**src/rtl/arcade_input_mapper_if.sv**
```systemverilog
// rtl/arcade_input_mapper_if.sv - player-input bus between hps_io glue and arcade_input_mapper
//
// Purpose: bundles the keyboard/joystick inputs and the mapped per-player
// control outputs of arcade_input_mapper into one interface.
// Signals:
//   ps2_key   [10] event toggle, [9] 1=press, [8] extended, [7:0] scancode
//   joystick  16 bits per player: 0 right, 1 left, 2 down, 3 up, 4 fire,
//             5 start1, 6 start2, 7 coin
//   rotate    0 none, 1 cw90, 2 180, 3 ccw90
//   merge     1: OR of all joysticks drives every player
//   af_en     per-player autofire enable (only with ARCADE_INPUT_AUTOFIRE_EN)
//   up/down/left/right/fire/coin  per-player mapped outputs
//   start     start1/start2, OR over all players
// Modports: master drives the inputs, slave is the mapper.
// Macro: ARCADE_INPUT_AUTOFIRE_EN adds af_en.

interface arcade_input_mapper_if #(
   parameter int PLAYERS = 2
);
   logic [10:0]            ps2_key;
   logic [16*PLAYERS-1:0]  joystick;
   logic [1:0]             rotate;
   logic                   merge;
`ifdef ARCADE_INPUT_AUTOFIRE_EN
   logic [PLAYERS-1:0]     af_en;
`endif
   logic [PLAYERS-1:0]     up;
   logic [PLAYERS-1:0]     down;
   logic [PLAYERS-1:0]     left;
   logic [PLAYERS-1:0]     right;
   logic [PLAYERS-1:0]     fire;
   logic [1:0]             start;
   logic [PLAYERS-1:0]     coin;

   modport master (
`ifdef ARCADE_INPUT_AUTOFIRE_EN
      output af_en,
`endif
      output ps2_key, joystick, rotate, merge,
      input  up, down, left, right, fire, start, coin
   );

   modport slave (
`ifdef ARCADE_INPUT_AUTOFIRE_EN
      input  af_en,
`endif
      input  ps2_key, joystick, rotate, merge,
      output up, down, left, right, fire, start, coin
   );
endinterface

```
**src/rtl/arcade_input_mapper.sv**
```systemverilog
// rtl/arcade_input_mapper.sv - keyboard/joystick to per-player arcade controls
//
// Purpose: decodes ps2_key events into per-player key state, ORs it with the
// HPS joysticks (or with the merged joystick), rotates directions for screen
// orientation and registers direction/fire/start outputs. Coin requests go
// through a per-player IDLE/PULSE/HOLD FSM that emits a COIN_PULSE-cycle pulse.
// Ports:
//   clk_sys  system clock, rising edge
//   reset    asynchronous, active-high
//   bus      arcade_input_mapper_if.slave (inputs ps2_key/joystick/rotate/
//            merge[/af_en], outputs up/down/left/right/fire/start/coin)
// Macro: ARCADE_INPUT_AUTOFIRE_EN enables per-player autofire (AF_HALF cycles
// high, AF_HALF cycles low while fire is held and af_en is set).

module arcade_input_mapper #(
   parameter int PLAYERS    = 2,
   parameter int COIN_PULSE = 1200000,
   parameter int AF_HALF    = 600000
) (
   input logic                  clk_sys,
   input logic                  reset,
   arcade_input_mapper_if.slave bus
);
   localparam int CW = (COIN_PULSE > 1) ? $clog2(COIN_PULSE) : 1;
   localparam logic [CW-1:0] COIN_LOAD = CW'(COIN_PULSE - 1);

   typedef enum logic [1:0] {IDLE, PULSE, HOLD} coin_state_t;

   // Key bit layout matches the low byte of a joystick word.
   function automatic logic [7:0] key_mask(input int p, input logic [8:0] c);
      logic [7:0] m;
      m = '0;
      if (p == 0) begin
         case (c)
            9'h175:                m = 8'h08;
            9'h172:                m = 8'h04;
            9'h16B:                m = 8'h02;
            9'h174:                m = 8'h01;
            9'h029, 9'h014, 9'h114: m = 8'h10;
            9'h005:                m = 8'h20;
            9'h006:                m = 8'h40;
            9'h02E:                m = 8'h80;
            default:               m = '0;
         endcase
      end else if (p == 1) begin
         case (c)
            9'h02D:  m = 8'h08;
            9'h02B:  m = 8'h04;
            9'h023:  m = 8'h02;
            9'h034:  m = 8'h01;
            9'h01C:  m = 8'h10;
            9'h036:  m = 8'h80;
            default: m = '0;
         endcase
      end
      return m;
   endfunction

   logic       old_tog, primed, ps2_event;
   logic [7:0] keys [PLAYERS];

   // The first cycle after reset only learns the toggle level, so a toggle
   // bit left high across reset is not mistaken for an event.
   assign ps2_event = primed && (bus.ps2_key[10] != old_tog);

   always_ff @(posedge clk_sys or posedge reset) begin
      if (reset) begin
         old_tog <= 1'b0;
         primed  <= 1'b0;
         for (int p = 0; p < PLAYERS; p++) keys[p] <= '0;
      end else begin
         old_tog <= bus.ps2_key[10];
         primed  <= 1'b1;
         if (ps2_event)
            for (int p = 0; p < PLAYERS; p++)
               keys[p] <= (keys[p] & ~key_mask(p, bus.ps2_key[8:0]))
                        | ({8{bus.ps2_key[9]}} & key_mask(p, bus.ps2_key[8:0]));
      end
   end

   logic [7:0]         joy_or;
   logic [7:0]         raw [PLAYERS];
   logic [PLAYERS-1:0] up_n, down_n, left_n, right_n, fire_n, req;
   logic [1:0]         start_n;

   always_comb begin
      joy_or  = '0;
      start_n = '0;
      up_n    = '0;
      down_n  = '0;
      left_n  = '0;
      right_n = '0;
      req     = '0;
      for (int p = 0; p < PLAYERS; p++) joy_or |= bus.joystick[16*p +: 8];
      for (int p = 0; p < PLAYERS; p++) begin
         raw[p] = keys[p] | (bus.merge ? joy_or : bus.joystick[16*p +: 8]);
         start_n |= raw[p][6:5];
         req[p]   = raw[p][7];
         // raw bits: 0 right, 1 left, 2 down, 3 up
         case (bus.rotate)
            2'd1:    {up_n[p], down_n[p], left_n[p], right_n[p]} = {raw[p][1], raw[p][0], raw[p][2], raw[p][3]};
            2'd2:    {up_n[p], down_n[p], left_n[p], right_n[p]} = {raw[p][2], raw[p][3], raw[p][0], raw[p][1]};
            2'd3:    {up_n[p], down_n[p], left_n[p], right_n[p]} = {raw[p][0], raw[p][1], raw[p][3], raw[p][2]};
            default: {up_n[p], down_n[p], left_n[p], right_n[p]} = {raw[p][3], raw[p][2], raw[p][1], raw[p][0]};
         endcase
      end
   end

`ifdef ARCADE_INPUT_AUTOFIRE_EN
   localparam int AW = (AF_HALF > 1) ? $clog2(AF_HALF) : 1;
   logic [AW-1:0]      af_cnt [PLAYERS];
   logic [PLAYERS-1:0] af_ph;

   // Phase 0 is the high half; the counter restarts on every release so the
   // pattern always begins high.
   always_ff @(posedge clk_sys or posedge reset) begin
      if (reset) begin
         af_ph <= '0;
         for (int p = 0; p < PLAYERS; p++) af_cnt[p] <= '0;
      end else begin
         for (int p = 0; p < PLAYERS; p++) begin
            if (!raw[p][4]) begin
               af_cnt[p] <= '0;
               af_ph[p]  <= 1'b0;
            end else if (af_cnt[p] == AW'(AF_HALF - 1)) begin
               af_cnt[p] <= '0;
               af_ph[p]  <= ~af_ph[p];
            end else begin
               af_cnt[p] <= af_cnt[p] + 1'b1;
            end
         end
      end
   end

   always_comb
      for (int p = 0; p < PLAYERS; p++) fire_n[p] = raw[p][4] & ~(bus.af_en[p] & af_ph[p]);
`else
   always_comb
      for (int p = 0; p < PLAYERS; p++) fire_n[p] = raw[p][4];
`endif

   logic [PLAYERS-1:0] up_q, down_q, left_q, right_q, fire_q;
   logic [1:0]         start_q;

   always_ff @(posedge clk_sys or posedge reset) begin
      if (reset) begin
         {up_q, down_q, left_q, right_q, fire_q} <= '0;
         start_q <= '0;
      end else begin
         up_q    <= up_n;
         down_q  <= down_n;
         left_q  <= left_n;
         right_q <= right_n;
         fire_q  <= fire_n;
         start_q <= start_n;
      end
   end

   // Coin FSM: state register, next-state logic, output decode.
   coin_state_t        cs [PLAYERS];
   coin_state_t        ns [PLAYERS];
   logic [CW-1:0]      cnt [PLAYERS];
   logic [CW-1:0]      cnt_n [PLAYERS];
   logic [PLAYERS-1:0] req_d, coin_o;

   always_ff @(posedge clk_sys or posedge reset) begin
      if (reset) begin
         req_d <= '0;
         for (int p = 0; p < PLAYERS; p++) begin
            cs[p]  <= IDLE;
            cnt[p] <= '0;
         end
      end else begin
         req_d <= req;
         for (int p = 0; p < PLAYERS; p++) begin
            cs[p]  <= ns[p];
            cnt[p] <= cnt_n[p];
         end
      end
   end

   always_comb begin
      for (int p = 0; p < PLAYERS; p++) begin
         ns[p]    = cs[p];
         cnt_n[p] = cnt[p];
         case (cs[p])
            IDLE:
               if (req[p] && !req_d[p]) begin
                  ns[p]    = PULSE;
                  cnt_n[p] = COIN_LOAD;
               end
            PULSE:
               if (cnt[p] == '0) ns[p] = req[p] ? HOLD : IDLE;
               else              cnt_n[p] = cnt[p] - 1'b1;
            HOLD:
               if (!req[p]) ns[p] = IDLE;
            default: ns[p] = IDLE;
         endcase
      end
   end

   // Decoded straight from the state register so reset clears it at once.
   always_comb
      for (int p = 0; p < PLAYERS; p++) coin_o[p] = (cs[p] == PULSE);

   assign bus.up    = up_q;
   assign bus.down  = down_q;
   assign bus.left  = left_q;
   assign bus.right = right_q;
   assign bus.fire  = fire_q;
   assign bus.start = start_q;
   assign bus.coin  = coin_o;
endmodule
```
**src/flat_wrapper.sv**
```systemverilog
// flat-port wrapper written by rule: the top's interface ports become plain ports
module arcade_input_mapper_flat 
#(
   parameter int PLAYERS    = 2,
   parameter int COIN_PULSE = 1200000,
   parameter int AF_HALF    = 600000
)
  (clk_sys, reset, bus_ps2_key, bus_joystick, bus_rotate, bus_merge, bus_up, bus_down, bus_left, bus_right, bus_fire, bus_start, bus_coin);
  arcade_input_mapper_if #(.PLAYERS(PLAYERS)) bus_i ();
  input logic clk_sys;
  input logic reset;
  input wire logic [$bits(bus_i.ps2_key)-1:0] bus_ps2_key;
  input wire logic [$bits(bus_i.joystick)-1:0] bus_joystick;
  input wire logic [$bits(bus_i.rotate)-1:0] bus_rotate;
  input wire logic [$bits(bus_i.merge)-1:0] bus_merge;
  output wire logic [$bits(bus_i.up)-1:0] bus_up;
  output wire logic [$bits(bus_i.down)-1:0] bus_down;
  output wire logic [$bits(bus_i.left)-1:0] bus_left;
  output wire logic [$bits(bus_i.right)-1:0] bus_right;
  output wire logic [$bits(bus_i.fire)-1:0] bus_fire;
  output wire logic [$bits(bus_i.start)-1:0] bus_start;
  output wire logic [$bits(bus_i.coin)-1:0] bus_coin;
  assign bus_i.ps2_key = bus_ps2_key;
  assign bus_i.joystick = bus_joystick;
  assign bus_i.rotate = bus_rotate;
  assign bus_i.merge = bus_merge;
  assign bus_up = bus_i.up;
  assign bus_down = bus_i.down;
  assign bus_left = bus_i.left;
  assign bus_right = bus_i.right;
  assign bus_fire = bus_i.fire;
  assign bus_start = bus_i.start;
  assign bus_coin = bus_i.coin;
  arcade_input_mapper #(.PLAYERS(PLAYERS), .COIN_PULSE(COIN_PULSE), .AF_HALF(AF_HALF)) u_core (.clk_sys(clk_sys), .reset(reset), .bus(bus_i));
endmodule
```
**config.mk**
```make
export PLATFORM = sky130hd
export DESIGN_NAME = arcade_input_mapper_flat
export DESIGN_NICKNAME = d
export VERILOG_FILES = /design/src/rtl/arcade_input_mapper_if.sv /design/src/rtl/arcade_input_mapper.sv /design/src/flat_wrapper.sv
export SDC_FILE = /design/constraint.sdc
export NUM_CORES = 1
export LEC_CHECK = 0
export ABC_AREA = 0
export BUFFER_PORTS_ARGS = -buffer_cell sky130_fd_sc_hd__buf_2
export CORE_MARGIN = 4
export CORE_UTILIZATION = 40
export DETAILED_ROUTE_END_ITERATION = 8
export GPL_TIMING_DRIVEN = 0
export PLACE_DENSITY = 0.71
export SETUP_SLACK_MARGIN = 0.2
export SLEW_MARGIN = 5
export SYNTH_ARGS = -nofsm -noshare
export SYNTH_HDL_FRONTEND = slang
export SYNTH_SLANG_ARGS = --single-unit
```
**constraint.sdc**
```tcl
create_clock -name clk_sys -period 4.2 [get_ports clk_sys]
set_input_delay 1.26 -clock clk_sys [delete_from_list [all_inputs] [get_ports clk_sys]]
set_output_delay 1.26 -clock clk_sys [all_outputs]
set_load 0.02 [all_outputs]
```
==> flow_summary.json, run 1 <==
{
  "finalMaxSlewViolations": 0,
  "powerDensity_mw_per_mm2": 427,
  "die_w_um": 107,
  "fmax_mhz": 369,
  "netSwitchingFraction_pct": 30.6,
  "p_seq_share_pct": 48.0,
  "drc_errors": 0,
  "final_area_mm2": 0.00457,
  "hold_depth": 1,
  "required_ns": 4.44,
  "hp-class": "flip-flop to flip-flop",
  "tritoncts": "yes",
  "nFillCells": 882,
  "arrival_ns": 2.94,
  "setup_tns_ns": 0,
  "syn_area_mm2": 0.00391,
  "synthTopCellsByArea": "dfrtp_1 (49%), mux2_2 (6.3%), nor2_1 (3.8%)",
  "postSynthCellCount": 385,
  "cts_resized": 0,
  "ff2ff_path_depth": 5,
  "ant_nets": 0,
  "yosysMostFrequentCell": "dfrtp_1",
  "antenna_found_initial": 0,
  "drv_cap": 0,
  "path_cells": "buf_2, nand2b_1, or4_1, nor4_1, nand2_1, mux2_2",
  "avgSynthCellArea_um2": 10.2,
  "rsz0062_at_grt": "false",
  "portBuffers": 43,
  "grt_max_degree": 62,
  "routabilityCongestion": 0.829,
  "yosysTopAreaCell": "dfrtp_1",
  "cts_setup_buffers": 0,
  "path_class": "input pin to flip-flop",
  "dpl_cell_area_mm2": 0.00433,
  "wl_per_cell_um": 14.8,
  "yosys-top-cells-count": "dfrtp_1 (76), nor2_1 (40), nand2_1 (26), mux2_2 (22), or3_1 (16)",
  "leakagePower_nw": 1.85,
  "holdWs_ns": 0.456,
  "ir_drop_v": 0.000248,
  "htree_levels": 3,
  "critPathSlowestCell": "or4_1",
  "cts_root_buffer": "clkbuf_8",
  "cts.hold.buffers_added": 0,
  "p_int_mw": 1.35,
  "diodes": 0,
  "num_io_pins": 62,
  "hold_viol_final": 0,
  "grt_pass1_vias": 3142,
  "p_switching_uw": 596,
  "cp-end-kind": "flip-flop",
  "skew_ns": 0.00957,
  "via_count": 3153,
  "clk-insertion-delay-late_ns": 0.34,
  "fin_ws_ns": 1.49,
  "pre_cts_ws_ns": 1.18,
  "fin_crit_sh_pct": 64.5,
  "top_layer_used": "met4",
  "clkSlewWorstSetupHoldPaths_ns": 0.09,
  "cp_max_fo": 5,
  "synth_top_cell_area_share_pct": 48.6,
  "startpoint_type": "input pin",
  "ys_types": 48,
  "numClockSinks": 76,
  "synthFlopType": "dfrtp_1",
  "worst_slew_pin_slew_ns": 1.09,
  "grt_usage_pct": 15.3,
  "cts_buffers": 9,
  "rows": 35,
  "final-setup-viol-count": 0,
  "overflow": 0,
  "hpwl_mm": 6.21,
  "run_status": "finished clean",
  "synth_seq_cells": 76,
  "yosysSeqAreaShare_pct": 48.6,
  "drt_iter0_drc": 207,
  "synth_edf_count": 0,
  "grt_pass1_wl_mm": 14.4,
  "drive_above_1_share_pct": 21.7,
  "die_area_mm2": 0.0114,
  "slew_headroom_pct": 26.4,
  "core_area_mm2": 0.00937,
  "wl_met1_mm": 3.71,
  "p_comb_share_pct": 19.0,
  "die_h_um": 107,
  "power_mw": 1.95,
  "routed-wl-met3_um": 348,
  "ctsLongestPathBuffers": 2,
  "start_util_pct": 41.8,
  "wl_met2_mm": 4.37,
  "nets": 493,
  "synth_nets": 437,
  "fin_crit_ns": 2.71,
  "area_growth_pct": 16.7,
  "slowest_delay_ns": 0.59,
  "async_reset_ff_share_pct": 100,
  "clkPwrFrac_pct": 33.0,
  "drt-pass1-iter-count": 4,
  "avgViaCountPerCell": 5.48,
  "route.final.wire_length_mm": 8.51,
  "yosysWarningCount": 0
}
[final cells by class]
cell class | instances | area [µm²] | share of cell area (%)
multi-input cells | 284 | 1910 | 41.9
inverters | 13 | 51.3 | 1.12
clock inverters | 6 | 93.8 | 2.06
repair buffers | 45 | 250 | 5.48
plain buffers | 12 | 56.3 | 1.23
clock buffers | 10 | 138 | 3.01
flip-flops and latches | 76 | 1900 | 41.7
well taps | 129 | 161 | 3.54
[cell usage in the layout, fill, tap and decap left out, types with 3 or more instances in the layout]
| cell | count |
|---|---|
| a21oi_1 | 8 |
| or4_1 | 10 |
| mux2i_1 | 13 |
| nand2b_1 | 4 |
| a211oi_1 | 10 |
| o2111ai_1 | 4 |
| o21ai_1 | 3 |
| and3_1 | 3 |
| or3_1 | 16 |
| ha_1 | 4 |
| o211ai_1 | 5 |
| nor3_1 | 12 |
| a31oi_1 | 3 |
| clkbuf_1 | 7 |
| o21ai_0 | 13 |
| nor4_1 | 14 |
| nor2b_1 | 6 |
| nand2_1 | 26 |
| nor2_1 | 40 |
| dfrtp_1 | 76 |
| inv_1 | 12 |
| mux2_2 | 22 |
| xor2_1 | 13 |
| xnor2_1 | 8 |
| nand4_1 | 7 |
| buf_2 | 46 |
| clkbuf_8 | 10 |
| nand3b_1 | 3 |
| nand3_1 | 12 |
[layer usage]
layer	vias to the layer above	global-route usage [%]
met5	-	0
met4	0	6.39
met1	1546	18.7
met3	9	2.59
met2	80	26.6
li1	1518	-
[power by group through the flow]
stage	Clock, mW	Sequential, mW	Combinational [mW]
2_1_floorplan	0	0.937	0.265
3_3_place_gp	0	0.945	0.353
3_5_place_dp	0	0.950	0.373
4_1_cts	0.652	0.935	0.374
5_1_grt	0.682	0.953	0.422
6_report	0.643	0.937	0.371
[final timing paths]
check / from / end / slack (ns)
worst max-delay path: bus_ps2_key[7] / flip-flop / 1.49
worst min-delay path: flip-flop / u_core.bus.start[0] / 0.46
worst max register to register: u_core.cnt[6] / u_core.cnt[14] / 1.75
worst min register to register: flip-flop / u_core.bus.start[0] / 0.46
max in group asynchronous: reset / u_core.cnt[28] / 2.80
min in group asynchronous: reset / async pin / 0.85
[cell families after synthesis]
group                      Yosys count  synth area share (%)
and+or+nand+nor                    167                  23.0
DFF                                 76                  48.6
AOI/OAI and AO/OA                   56                  10.0
muxes                               35                  9.65
buffers and inverters               25                  2.69
xor gates and xnor gates            21                  4.70
adders and majority gates            4                  1.28
other                                1                0.0958
[worst max-delay path: cells and delay by family]
family / cells / cell delay (ns)
buffers and inverters: 1 / 0.09
multiplexers: 1 / 0.28
AND/OR/NAND/NOR: 4 / 1.31
[through the flow]
step	utilization, %	instances
finish	48.7	575
CTS	48.7	575
detailed placement	46.2	559
floorplan	-	385
global route	48.7	575
global placement	45.8	557
Note: power is estimated with default switching activity, not from simulation.
==> run 2: changes to the inputs <==
==> constraint.sdc (replaced) <==
create_clock -name clk_sys -period 2.8 [get_ports clk_sys]
set_input_delay 0.84 -clock clk_sys [delete_from_list [all_inputs] [get_ports clk_sys]]
set_output_delay 0.84 -clock clk_sys [all_outputs]
set_load 0.02 [all_outputs]
==> flow_summary.json, run 2 (same netlist as run 1, synthesis figures left out) <==
{
  "powerDensity_mw_per_mm2": 627,
  "nets": 493,
  "hp-class": "flip-flop to flip-flop",
  "cp-end-kind": "flip-flop",
  "path_cells": "nor4_2, nand4_1, o311a_1, buf_2, a31oi_1, o21ai_1",
  "wl_per_cell_um": 14.7,
  "num_io_pins": 62,
  "die_h_um": 107,
  "power_mw": 2.85,
  "ir_drop_v": 0.000338,
  "drt-pass1-iter-count": 6,
  "clk-insertion-delay-late_ns": 0.36,
  "drc_errors": 0,
  "grt_pass1_wl_mm": 14.9,
  "clkSlewWorstSetupHoldPaths_ns": 0.08,
  "nFillCells": 893,
  "area_growth_pct": 16.1,
  "drv_cap": 0,
  "core_area_mm2": 0.00937,
  "drt_iter0_drc": 241,
  "leakagePower_nw": 1.83,
  "die_w_um": 107,
  "final-setup-viol-count": 0,
  "die_area_mm2": 0.0114,
  "cp_max_fo": 9,
  "slew_headroom_pct": 45.4,
  "layout_common_cells": "dfrtp_1 (76), buf_2 (46), nor2_1 (40), nand2_1 (26), mux2_2 (22)",
  "finalMaxSlewViolations": 0,
  "worst_slew_pin_slew_ns": 0.818,
  "drive_above_1_share_pct": 22.0,
  "skew_ns": 0.0144,
  "cts_buffers": 9,
  "ant_nets": 0,
  "required_ns": 3.01,
  "startpoint_type": "flip-flop",
  "via_count": 3156,
  "cts.hold.buffers_added": 0,
  "fmax_mhz": 422,
  "mostFrequentLayoutCell": "dfrtp_1",
  "slowest_delay_ns": 0.51,
  "run_status": "finished clean",
  "dpl_cell_area_mm2": 0.00433,
  "rows": 35,
  "portBuffers": 43,
  "holdWs_ns": 0.458,
  "final_area_mm2": 0.00454,
  "rsz0062_at_grt": "false",
  "regArea_mm2": 0.00190,
  "ctsLongestPathBuffers": 2,
  "avgViaCountPerCell": 5.49,
  "grt_pass1_vias": 3144,
  "htree_levels": 3,
  "diodes": 0,
  "cts_root_buffer": "clkbuf_8",
  "arrival_ns": 2.58,
  "fin_crit_sh_pct": 84.7,
  "setup_tns_ns": 0,
  "antenna_found_initial": 0,
  "routabilityCongestion": 0.838,
  "hold_viol_final": 0,
  "crit_family": "simple AND/OR/NAND/NOR gates",
  "cts_setup_buffers": 0,
  "grt_max_degree": 41,
  "path_class": "flip-flop to flip-flop",
  "crit_buf_inv": 1,
  "start_util_pct": 41.8,
  "critPathSlowestCell": "nor4_2",
  "numClockSinks": 76,
  "multi_input_area_mm2": 0.00192,
  "tritoncts": "yes",
  "hpwl_mm": 6.16,
  "overflow": 0,
  "grt_usage_pct": 16.1,
  "r2r_slack_ns": 0.43,
  "fin_crit_ns": 2.37,
  "route.final.wire_length_mm": 8.47
}
run 2: changes by cell type in the layout (fill, tap and decap cells not counted), sizes merged:
cell / before / now
inv: 15 / 13
bufinv: 2 / 1
clkinvlp: 1 / 3
clkinv: 1 / 2
run 2: final timing paths:
check / from / to / cells past startpoint
worst max-delay path: u_core.cnt[36] / u_core.cnt[38] / 6
worst min-delay path: flip-flop / u_core.bus.start[1] / 1
min in group asynchronous: reset / u_core.bus.up[0] / 2
worst max register to register: u_core.cnt[36] / u_core.cnt[38] / 6
max in group asynchronous: reset / u_core.cnt[21] / 3
worst min register to register: flip-flop / u_core.bus.start[1] / 1
run 2: timing repair:
item                       4_1_cts  5_1_grt
hold endpoints to repair         0        0
setup endpoints to repair        0        3
resized for setup                0        1
run 2: cell type report:
| type | instances | share of cell area (%) |
|---|---|---|
| Clock buffer | 10 | 3.03 |
| Buffer | 12 | 1.24 |
| Multi-Input combinational cell | 284 | 42.2 |
| Inverter | 13 | 1.16 |
| Timing Repair Buffer | 45 | 5.34 |
| Tap cell | 129 | 3.55 |
| Clock inverter | 6 | 1.57 |
| Sequential cell | 76 | 41.9 |
run 2: per-stage QoR:
step / cells / utilization [%] / setup slack [ns]
2_1_floorplan: 385 / - / 0.480
3_3_place_gp: 557 / 45.8 / 0.0203
3_5_place_dp: 559 / 46.2 / 0.198
4_1_cts: 575 / 48.4 / 0.419
5_1_grt: 575 / 48.5 / 0.282
6_report: 575 / 48.5 / 0.430
run 2: report_power, final:
group	switching [mW]	internal [mW]	total (mW)
combinational	0.320	0.240	0.559
sequential	0.154	1.26	1.41
clock	0.438	0.442	0.880
total	0.911	1.94	2.85
run 2: per-layer routing:
layer	track usage, %	vias to the layer above	share of wire [%]
met2	26.7	85	49
li1	-	1522	-
met5	0	-	0
met3	3.85	12	5.0
met1	20.8	1537	45
met4	4.93	0	1.1
run 2: worst register-to-register path: cells and delay by family, from the launching register on:
family | cells | cell delay (ns)
DFF | 1 | 0.44
and+or+nand+nor | 2 | 0.95
buffers and inverters | 1 | 0.16
AOI/OAI and AO/OA | 3 | 0.68
==> run 3: changes to the inputs <==
--- a/config.mk
+++ b/config.mk
@@ -5,13 +5,13 @@
 export SDC_FILE = /design/constraint.sdc
 export NUM_CORES = 1
 export LEC_CHECK = 0
-export ABC_AREA = 0
+export ABC_AREA = 1
 export BUFFER_PORTS_ARGS = -buffer_cell sky130_fd_sc_hd__buf_2
 export CORE_MARGIN = 4
 export CORE_UTILIZATION = 40
 export DETAILED_ROUTE_END_ITERATION = 8
 export GPL_TIMING_DRIVEN = 0
-export PLACE_DENSITY = 0.71
+export PLACE_DENSITY = 0.7
 export SETUP_SLACK_MARGIN = 0.2
 export SLEW_MARGIN = 5
 export SYNTH_ARGS = -nofsm -noshare
==> constraint.sdc (replaced) <==
create_clock -name clk_sys -period 2.2 [get_ports clk_sys]
set_input_delay 0.66 -clock clk_sys [delete_from_list [all_inputs] [get_ports clk_sys]]
set_output_delay 0.66 -clock clk_sys [all_outputs]
set_load 0.02 [all_outputs]
==> flow_summary.json, run 3 <==
{
  "final-setup-viol-count": 0,
  "synth_seq_cells": 76,
  "start_util_pct": 41.1,
  "drv_cap": 0,
  "overflow": 0,
  "synth_top_cell_area_share_pct": 42.3,
  "synth_edf_count": 0,
  "avgViaCountPerCell": 5.14,
  "path_class": "flip-flop to output port",
  "layout_common_cells": "nand2_1 (166), nor2_1 (90), nand3_1 (88), inv_1 (86), dfrtp_1 (76)",
  "tritoncts": "yes",
  "rsz0062_at_grt": "false",
  "drive_above_1_share_pct": 15.5,
  "ys_types": 32,
  "postSynthCellCount": 631,
  "drc_errors": 0,
  "met2_usage_pct": 29.4,
  "place_inst": 817,
  "htree_levels": 3,
  "yosysTopAreaCell": "dfrtp_1",
  "required_ns": 1.54,
  "area_growth_pct": 18.4,
  "core_area_mm2": 0.0109,
  "cp-end-kind": "output port",
  "fmax_mhz": 526,
  "fin_crit_sh_pct": 86.4,
  "grt_use_met1_pct": 23.5,
  "drt_iter0_drc": 241,
  "arrival_ns": 1.24,
  "clk-insertion-delay-late_ns": 0.33,
  "num_io_pins": 62,
  "via_count": 4292,
  "yosysWarningCount": 0,
  "async_reset_ff_share_pct": 100,
  "portBuffers": 45,
  "synth_nets": 683,
  "cts_root_buffer": "clkbuf_16",
  "grt_pass1_vias": 4215,
  "worst_slew_pin_slew_ns": 0.836,
  "critPathSlowestCell": "dfrtp_1",
  "path_cells": "inv_1, nor2_4, buf_4, buf_2",
  "synthFlopType": "dfrtp_1",
  "numClockSinks": 76,
  "die_h_um": 114,
  "yosys-top-cells-count": "nand2_1 (166), nor2_1 (92), nand3_1 (88), inv_1 (87), dfrtp_1 (76)",
  "clkSlewWorstSetupHoldPaths_ns": 0.06,
  "fin_crit_ns": 1.90,
  "slew_headroom_pct": 44.1,
  "final_cells": 835,
  "final_area_mm2": 0.00532,
  "routabilityCongestion": 0.911,
  "route.final.wire_length_mm": 10.8,
  "grt_usage_pct": 17.8,
  "yosysSeqAreaShare_pct": 42.3,
  "diodes": 0,
  "startpoint_type": "flip-flop",
  "slowest_delay_ns": 0.32,
  "ant_nets": 0,
  "leakagePower_nw": 2.58,
  "gr-usage-met3_pct": 3.50,
  "mostFrequentLayoutCell": "nand2_1",
  "fin_util_pct": 48.7,
  "cp_max_fo": 10,
  "nets": 742,
  "finalMaxSlewViolations": 0,
  "hold_viol_final": 0,
  "avgSynthCellArea_um2": 7.12,
  "nFillCells": 1089,
  "die_w_um": 114,
  "grt_pass1_wl_mm": 19.1,
  "r2r_slack_ns": 0.39,
  "wl_per_cell_um": 13.0,
  "ir_drop_v": 0.000376,
  "skew_ns": 0.00697,
  "crit_family": "buffers and inverters",
  "syn_area_mm2": 0.00450,
  "die_area_mm2": 0.0130,
  "crit_buf_inv": 3,
  "dpl_cell_area_mm2": 0.00492,
  "ctsLongestPathBuffers": 2,
  "antenna_found_initial": 0,
  "drt-pass1-iter-count": 5,
  "cts_buffers": 9,
  "powerDensity_mw_per_mm2": 637,
  "yosysMostFrequentCell": "nand2_1",
  "hp-class": "input pin to flip-flop",
  "synthTopCellsByArea": "dfrtp_1 (42%), nand2_1 (14%), nand3_1 (9.8%)",
  "grt_max_degree": 41,
  "hpwl_mm": 7.94,
  "rows": 38,
  "top_usage_layer": "met2",
  "run_status": "finished clean",
  "setup_tns_ns": 0
}
## run 3: changes by cell type in the layout (fill, tap and decap cells not counted), sizes merged, moves of 8 or more
cell    change
or3        -14
nor2       +58
xor2       -11
o21ai      +21
or4        -10
nand2     +147
mux2       -22
inv        +76
a211oi     -11
xnor2       -8
nand3      +78
nor4       -16
mux2i      -11
## run 3: kinds of logic after synthesis
logic type               Yosys count  share of synthesized area (%)
AO/OA/AOI/OAI                     60                           8.85
XOR/XNOR                           2                          0.390
adder cells (fa/ha/maj)            4                           1.11
buffers and inverters            100                           9.46
flip-flops                        76                           42.3
multiplexers                       2                          0.445
other                              1                         0.0834
AND/OR/NAND/NOR                  386                           37.4
## run 3: metrics by stage
stage | total power [mW] | hold WS, ns | worst slack, ns
after CTS | 3.42 | 0.447 | 0.205
final | 3.39 | 0.455 | 0.298
after global routing | 3.53 | 0.446 | 0.210
after detailed placement | 1.66 | 0.457 | 0.104
after floorplan | 1.57 | 0.433 | 0.475
after global placement | 1.65 | 0.458 | 0.123
## run 3: final timing paths
| check | from | to | cells after the start |
|---|---|---|---|
| min | bus_ps2_key[10] | u_core.old_tog | 1 |
| max in group asynchronous | reset | u_core.cnt[40] | 3 |
| max reg2reg | u_core.cnt[21] | u_core.cnt[35] | 8 |
| max | u_core.cs[2] | bus_coin[0] | 4 |
| min in group asynchronous | reset | u_core.cnt[19] | 2 |
| min reg2reg | flip-flop | u_core.bus.start[0] | 1 |
## run 3: final cells by class
type	instances	area [µm²]	area share, %
inverter	91	353	6.63
sequential	76	1900	35.7
clock inverter	5	108	2.02
tap	140	175	3.29
multi-input combinational	455	2180	41.0
timing repair buffer	48	260	4.89
clock buffer	11	253	4.75
buffer	9	88.8	1.67
## run 3: worst reg2reg max path, cell delays in order (launching register included)
cell     delay [ns]
dfrtp_1        0.40
inv_1          0.12
ha_1           0.32
nand2_1        0.13
nor2_1         0.32
inv_1          0.11
nor3_1         0.14
nand3_1        0.10
nand3_1        0.09
## run 3: layer usage
metal,vias up,part of all wire [%]
met3,14,5.0
met5,-,0
li1,2149,-
met4,0,1.5
met1,2000,46
met2,129,47
## run 3: timing repair
action	in CTS	in global routing
pin swaps	1	1
hold buffers	0	0
resized for setup	8	0
setup buffers	1	1
hold endpoints to repair	0	0
setup endpoints to repair	2	1
## run 3: report_power, final
group / internal [mW] / total, mW / switching, mW / leakage, nW
combinational: 0.0640 / 0.203 / 0.139 / 1.59
sequential: 1.42 / 1.43 / 0.00776 / 0.810
clock: 1.17 / 1.76 / 0.582 / 0.176
total: 2.66 / 3.39 / 0.728 / 2.58
